## config.mk

```make
export PLATFORM = sky130hd
export DESIGN_NAME = pipelined_ripple_adder
export DESIGN_NICKNAME = d
export VERILOG_FILES = /design/src/rtl/adder_pkg.sv /design/src/rtl/pipelined_ripple_adder_rca_segment.sv /design/src/rtl/pipelined_ripple_adder.sv
export SDC_FILE = /design/constraint.sdc
export NUM_CORES = 1
export LEC_CHECK = 0
export ABC_CLOCK_PERIOD_IN_PS = 14400
export CAP_MARGIN = 30
export CELL_PAD_IN_SITES_DETAIL_PLACEMENT = 0
export CELL_PAD_IN_SITES_GLOBAL_PLACEMENT = 1
export CORE_ASPECT_RATIO = 2
export CORE_MARGIN = 8
export CORE_UTILIZATION = 30
export CTS_CLUSTER_DIAMETER = 120
export DETAILED_ROUTE_END_ITERATION = 10
export PLACE_DENSITY_LB_ADDON = 0.3
export SYNTH_ARGS = -nofsm -noshare
export SYNTH_HDL_FRONTEND = slang
export SYNTH_HIERARCHICAL = 1
export SYNTH_SLANG_ARGS = --single-unit
```

## constraint.sdc

```tcl
create_clock -name clk -period 14.4 [get_ports clk]
set_clock_uncertainty 0.05 [all_clocks]
set_input_delay 2.88 -clock clk [delete_from_list [all_inputs] [get_ports clk]]
set_output_delay 2.88 -clock clk [all_outputs]
set_load 0.02 [all_outputs]
```

## src/rtl/adder_pkg.sv

```systemverilog
// Shared defaults and operation encoding for the pipelined ripple-carry adder family.
package adder_pkg;

  localparam int unsigned ADD_WIDTH_DEF  = 32;
  localparam int unsigned ADD_STAGES_DEF = 4;

  typedef enum logic {
    OP_ADD = 1'b0,
    OP_SUB = 1'b1
  } op_e;

endpackage

```

## src/rtl/pipelined_ripple_adder_rca_segment.sv

```systemverilog
// Ripple-carry segment built from the full_adder cell; purely combinational.
module full_adder (
  input  logic a,
  input  logic b,
  input  logic cin,
  output logic s,
  output logic cout
);

  assign s    = a ^ b ^ cin;
  assign cout = (a & b) | (cin & (a ^ b));

endmodule

module rca_segment #(
  parameter int unsigned SEG = 8
) (
  input  logic [SEG-1:0] a,
  input  logic [SEG-1:0] b,
  input  logic           cin,
  output logic [SEG-1:0] s,
  output logic           cout
);

  logic [SEG:0] c;

  assign c[0] = cin;

  for (genvar i = 0; i < SEG; i++) begin : g_bit
    full_adder u_fa (
      .a    (a[i]),
      .b    (b[i]),
      .cin  (c[i]),
      .s    (s[i]),
      .cout (c[i+1])
    );
  end

  assign cout = c[SEG];

endmodule

```

## src/rtl/pipelined_ripple_adder.sv

```systemverilog
// Pipelined ripple-carry adder/subtractor: WIDTH split into STAGES segments, one register
// stage per segment, whole-pipe stall driven by valid/ready flow control.
module pipelined_ripple_adder
  import adder_pkg::*;
#(
  parameter int unsigned WIDTH  = ADD_WIDTH_DEF,
  parameter int unsigned STAGES = ADD_STAGES_DEF
) (
  input  logic             clk,
  input  logic             rst,
  input  logic             in_valid,
  output logic             in_ready,
  input  logic [WIDTH-1:0] A,
  input  logic [WIDTH-1:0] B,
  input  logic             Cin,
  input  logic             Sub,
  output logic             out_valid,
  input  logic             out_ready,
  output logic [WIDTH-1:0] S,
  output logic             Cout,
  output logic             Ovf
);

  localparam int unsigned SEG = WIDTH / STAGES;

  if (STAGES < 1 || STAGES > WIDTH || (WIDTH % STAGES) != 0) begin : g_param_err
    $error("pipelined_ripple_adder: WIDTH must be a multiple of STAGES, 1 <= STAGES <= WIDTH");
  end

  typedef struct packed {
    logic             valid;
    logic             carry;
    logic [WIDTH-1:0] a;
    logic [WIDTH-1:0] b;
    logic [WIDTH-1:0] s;
    logic             a_msb;
    logic             b_msb;
  } stage_t;

  op_e    op;
  logic   adv;
  stage_t head;
  stage_t tail;

  assign op        = op_e'(Sub);
  assign out_valid = tail.valid;
  assign adv       = out_ready | ~tail.valid;
  assign in_ready  = adv;

  // Stage-0 operand prep: subtraction is A + ~B + 1, so Cin is ignored in that mode.
  always_comb begin
    head       = '0;
    head.valid = in_valid & adv;
    head.carry = (op == OP_SUB) ? 1'b1 : Cin;
    head.a     = A;
    head.b     = (op == OP_SUB) ? ~B : B;
    head.a_msb = A[WIDTH-1];
    head.b_msb = head.b[WIDTH-1];
  end

  for (genvar k = 0; k < STAGES; k++) begin : g_stage
    stage_t           prev;
    stage_t           nxt;
    stage_t           r;
    logic [SEG-1:0]   seg_s;
    logic             seg_c;

    if (k == 0) begin : g_first
      assign prev = head;
    end else begin : g_next
      assign prev = g_stage[k-1].r;
    end

    rca_segment #(.SEG(SEG)) u_seg (
      .a    (prev.a[k*SEG +: SEG]),
      .b    (prev.b[k*SEG +: SEG]),
      .cin  (prev.carry),
      .s    (seg_s),
      .cout (seg_c)
    );

    always_comb begin
      nxt                   = prev;
      nxt.s[k*SEG +: SEG]   = seg_s;
      nxt.carry             = seg_c;
    end

    // Data only loads with a valid op so the output stage keeps its last result across bubbles.
    always_ff @(posedge clk or posedge rst) begin
      if (rst) begin
        r <= '0;
      end else if (adv) begin
        if (prev.valid) begin
          r <= nxt;
        end else begin
          r.valid <= 1'b0;
        end
      end
    end
  end

  assign tail = g_stage[STAGES-1].r;
  assign S    = tail.s;
  assign Cout = tail.carry;
  assign Ovf  = (tail.a_msb == tail.b_msb) & (tail.s[WIDTH-1] != tail.a_msb);

endmodule

```

# Word-level counts from Yosys, hierarchy flattened
# Cells that the tools add are included.
# totals
register_bits,288
in_bits,70
output_inout_bits,36
elab_cells,203
# op_classes
n_eq_ne,2
muxes,6
bitwise,165
reduce_logical,4
# ops
cell,count
$and A1 B1 Y1,66
$xor A1 B1 Y1,64
$or A1 B1 Y1,33
$mux W32,1
$not A32 Y32,1
$reduce_and A2 Y1,4
$mux W1,5
$eq A1 B1 Y1,1
$ne A1 B1 Y1,1
$not A1 Y1,1

# Depth between registers and ports, before layout
# depth
depth_word,19
ltp_mapped,12
depth_no_buf,10

# By module
# The synthesis kept the hierarchy.
# by_module_without_submodules
mod,instances,cells_per_inst,area_each_um2
pipelined_ripple_adder,1,502,7474.7
full_adder,32,1,20.0

# Worst setup path before layout
# No wires, ideal clock.
# synth_path
kind,input port to flip-flop
start,input Sub
end,register g_stage[0].r[9] (netlist name)
setup_ps,125
arrival_time_ps,6853
required_time_ps,14225
slack_ps,7373
cell_stages,12
cell_sequence,buf_2 -> buf_2 -> or2_2 -> fa_1 -> fa_1 -> fa_1 -> fa_1 -> fa_1 -> fa_1 -> fa_1 -> fa_1 -> mux2_2
# synth_lines
item,line,rtl
from (decl),pipelined_ripple_adder.sv:16,"input logic Sub,"
to (signal assigned),pipelined_ripple_adder.sv:94,r <= nxt;
to (decl),pipelined_ripple_adder.sv:64,stage_t r;

# Worst setup path in the final report
# layout_path
start,input out_ready
end,output in_ready
# layout_via
elab_chain_cells,1
# layout_lines
item,line,rtl
from (decl),pipelined_ripple_adder.sv:18,"input logic out_ready,"
$or A1 B1 Y1,pipelined_ripple_adder.sv:47,assign adv = out_ready | ~tail.valid;
to (decl),pipelined_ripple_adder.sv:12,"output logic in_ready,"
# No other way between the ends.

==> impl_results.md <==
* Seq/Total Area, Yosys at 57.4%
* Half-perimeter wire length after placement at 11.4 mm
* Via count of the first global-routing pass at 4991
* Y dimension of the die at 249 um
* Unique masters post-synth at 20
* Port buffer count at 105
* Total Neg Setup Slack at 0 ps
* Final Slew Violations at 0
* First-pass GRT wire length at 27.4 mm
* Smallest setup slack after layout at 7040 ps
* Core Region at 0.0268 mm2
* Combinational Power Share at 37.2%
* Sink Count at 186
* Maximum fanout along the worst path at 33
* Slowest stage cell, crit path: clkdlybuf4s50_1
* Switching power at 0.000675 W
* Post-synthesis instance area at 0.00812 mm2
* Max frequency at 136 MHz
* Worst IR Drop VDD at 0.0705 mV
* Endpoint arrival time on the critical path at 4430 ps
* Die Area at 0.0329 mm2
* Area taken by flip-flops and latches at 0.00465 mm2
* Cts bufs inserted at 17
* Core Rows at 85
* Pre-CTS setup slack at 7000 ps
* TritonCTS clock tree: done
* Routed Wire Length at 16.7 mm
* Final setup violating endpoints at 0
* Number of storage elements in the synthesis netlist at 186
* Synthesized area per cell at 15.2 um2
* Die W at 132 um
* Total congestion overflow at 0
* Number of buffers inserted to repair setup after CTS at 0
* Fin. Hold Viols at 0
* Most frequent cell on the critical path: clkdlybuf4s50_1
* Minimum setup slack among reg-to-reg paths at 10170 ps
* Placed cell count at 932
* Leakage power total at 3.94 nW
* Number of optimization iterations in the first detailed-route pass at 4
* End point of the most critical hold path: g_stage[2].r[15]
* Actual transition at the worst max-transition pin at 840 ps
* Total internal power at 0.00145 W
* Fraction of post-synthesis cell area in the top cell type by area at 57.4%
* DRC violation count after routing at 0
* GRT met2 Usage at 20.0%
* Pwr per Cell Area at 217 mW/mm2
* All-Layer GR Usage at 10.9%
* Net Count, Synth at 636
* Result of the run: finished, final reports clean
* Area of the multi-input gates at 0.00304 mm2
* Unrepaired setup endpoints after global routing: no
* Busiest layer in global routing: met2
* Filler Cells Inserted at 2621
* CP Class: input port to output port
* Cts hold-fix bufs at 0
* Number of nets in the final layout at 706
* Terminus of the critical flop-to-flop path: S[31]
* Layout cell share with drive strength beyond 1 at 32.8%
* Worst r2r src: g_stage[2].r[90]
* CP endpoint kind: output port
* Synthesized instance count at 534
* Top Ports at 106
* Total number of vias at 4206
* Pin count of the biggest net entering global routing at 108
* Synth warnings at 6
* Clock period minus final worst setup slack at 7360 ps
* Antenna violations before repair at 0
* Placer Congestion at 0.713
* Worst-path clk slew at 60 ps
* Slowest cell delay on critical path at 700 ps
* Register-to-Register Path Depth at 9
* Cts repair resizes at 0
* Critical Path, Cell by Cell: clkdlybuf4s50_1 -> nand2b_4 -> clkdlybuf4s50_1
* Number of nets still failing antenna checks after routing at 0
* Post-layout instance count excluding filler cells at 964
* Clock root buffer: clkbuf_16
* H-tree depth at 4
* Start point of the worst min-delay path: g_stage[1].r[15]
* Class of the tightest hold or removal check: flip-flop to flip-flop
* Clock latency reported for the late side of the worst-skew pair at 440 ps
* Ranking of synthesized cells by area: dfrtp_1 (57%), mux2_2 (22%), fa_1 (7.9%), a21oi_1 (3.0%), buf_4 (3.0%)
* Drt first-iter violations at 188
* Met3 GRT Util at 3.01%
* Utilization after layout at 36.6%
* Min-Delay Path Depth at 1
* Global-route met1 utilization at 11.1%
* Max_slew headroom at 44.0%
* Critical path required time at 11470 ps
* Effective utilization at floorplan at 30.3%
* Switch share at 31.7%
* Post-DR vias/cell at 4.36
* Yosys top cell by area: dfrtp_1
* Buffer depth of the longest clock path at 2
* Clk pwr share at 19.9%
* Number of maximum-capacitance constraint violations at 0
* Post-detailed-route wirelength per cell at 17.3 um
* Final cycle utilization of the critical path at 51.1%
* Proportion of power drawn by flip-flops and latches at 42.9%
* Antenna Cells at 0
* Crit start category: input port
* Synth-to-layout area growth at 21.0%
[power by group through the flow]
stage	sequential [W]	combinational [W]	clock (W)
after CTS	0.000920	0.000819	0.000442
after global placement	0.000920	0.000777	0
after detailed placement	0.000930	0.000817	0
final	0.000913	0.000793	0.000425
after floorplan	0.000879	0.000627	0
after global routing	0.000949	0.000883	0.000464
[layout make-up]
cell class                 instances  share of cell area, %
tap                              348                   4.44
timing repair buffer             112                   11.6
multi-input combinational        284                   31.0
clock buffer                      23                   4.87
inverter                           3                  0.191
sequential                       186                   47.4
clock inverter                     8                  0.472
[stage by stage]
step	hold WS (ps)	power (W)	area (um2)
after floorplan	407	0.00151	8120
after global placement	421	0.00170	9240
after detailed placement	438	0.00175	9260
after CTS	450	0.00218	9790
after global routing	463	0.00230	9820
final	445	0.00213	9820
[synthesized netlist by cell type]
cell and instances:
mux2_2 155, xnor2_1 24, nor2_1 1, nand2b_4 1
buf_4 32, or2_2 1, inv_1 3, a21oi_1 48
buf_6 5, xor2_1 8, nand2_2 1, dfrtp_1 186
mux2_4 4, fa_1 32, clkbuf_1 4, o21ai_0 3
buf_1 1, nand2_1 5, buf_2 19, and2_4 1
[sequential cells by signal, summed over array words and instances, names as in the netlist]
signal / count
g_stage.r: 152
Cout: 1
out_valid: 1
S: 32
[kinds of logic (layout without fill, tap and decap cells)]
family                   after synthesis  after routing  synth area share, %
XOR/XNOR                              32             32                 3.45
buffers and inverters                 64            146                 5.20
AO/OA/AOI/OAI                         51             51                 3.15
flip-flops                           186            186                 57.4
adder cells (fa/ha/maj)               32             32                 7.89
AND/OR/NAND/NOR                       10             10                0.709
multiplexers                         159            159                 22.2
[worst max-delay path, delay by kind of cell]
kind,cells,cell delay [ps]
buf+inv,2,1150
simple gates,1,400
[worst max-delay path by stage]
stage,startpoint,endpoint,cells past startpoint
floorplan,rst,Cout,1
global placement,out_ready,in_ready,3
detailed placement,out_ready,in_ready,3
CTS,out_ready,in_ready,3
global route,out_ready,in_ready,3
finish,out_ready,in_ready,3
[layer usage]
metal	share of wire, %	up-vias
li1	-	1926
met1	38	2186
met2	57	74
met3	3.6	20
met4	2.0	0
met5	0	-
[cell usage in the layout, fill, tap and decap left out]
cell / instances
inv_8: 1
clkdlybuf4s50_1: 104
dfrtp_1: 186
clkbuf_16: 17
xor2_1: 8
a21oi_1: 48
o21ai_0: 3
nand2_2: 3
mux2_2: 155
or2_2: 1
nor2_1: 1
nand2_1: 3
clkbuf_1: 3
buf_2: 1
xnor2_1: 24
clkinvlp_4: 1
buf_4: 5
clkinv_2: 6
clkinv_4: 1
mux2_4: 4
nand2b_4: 1
fa_1: 32
clkbuf_8: 3
inv_1: 2
and2_4: 1
buf_16: 2
Note: power is estimated with default switching activity, not from simulation.
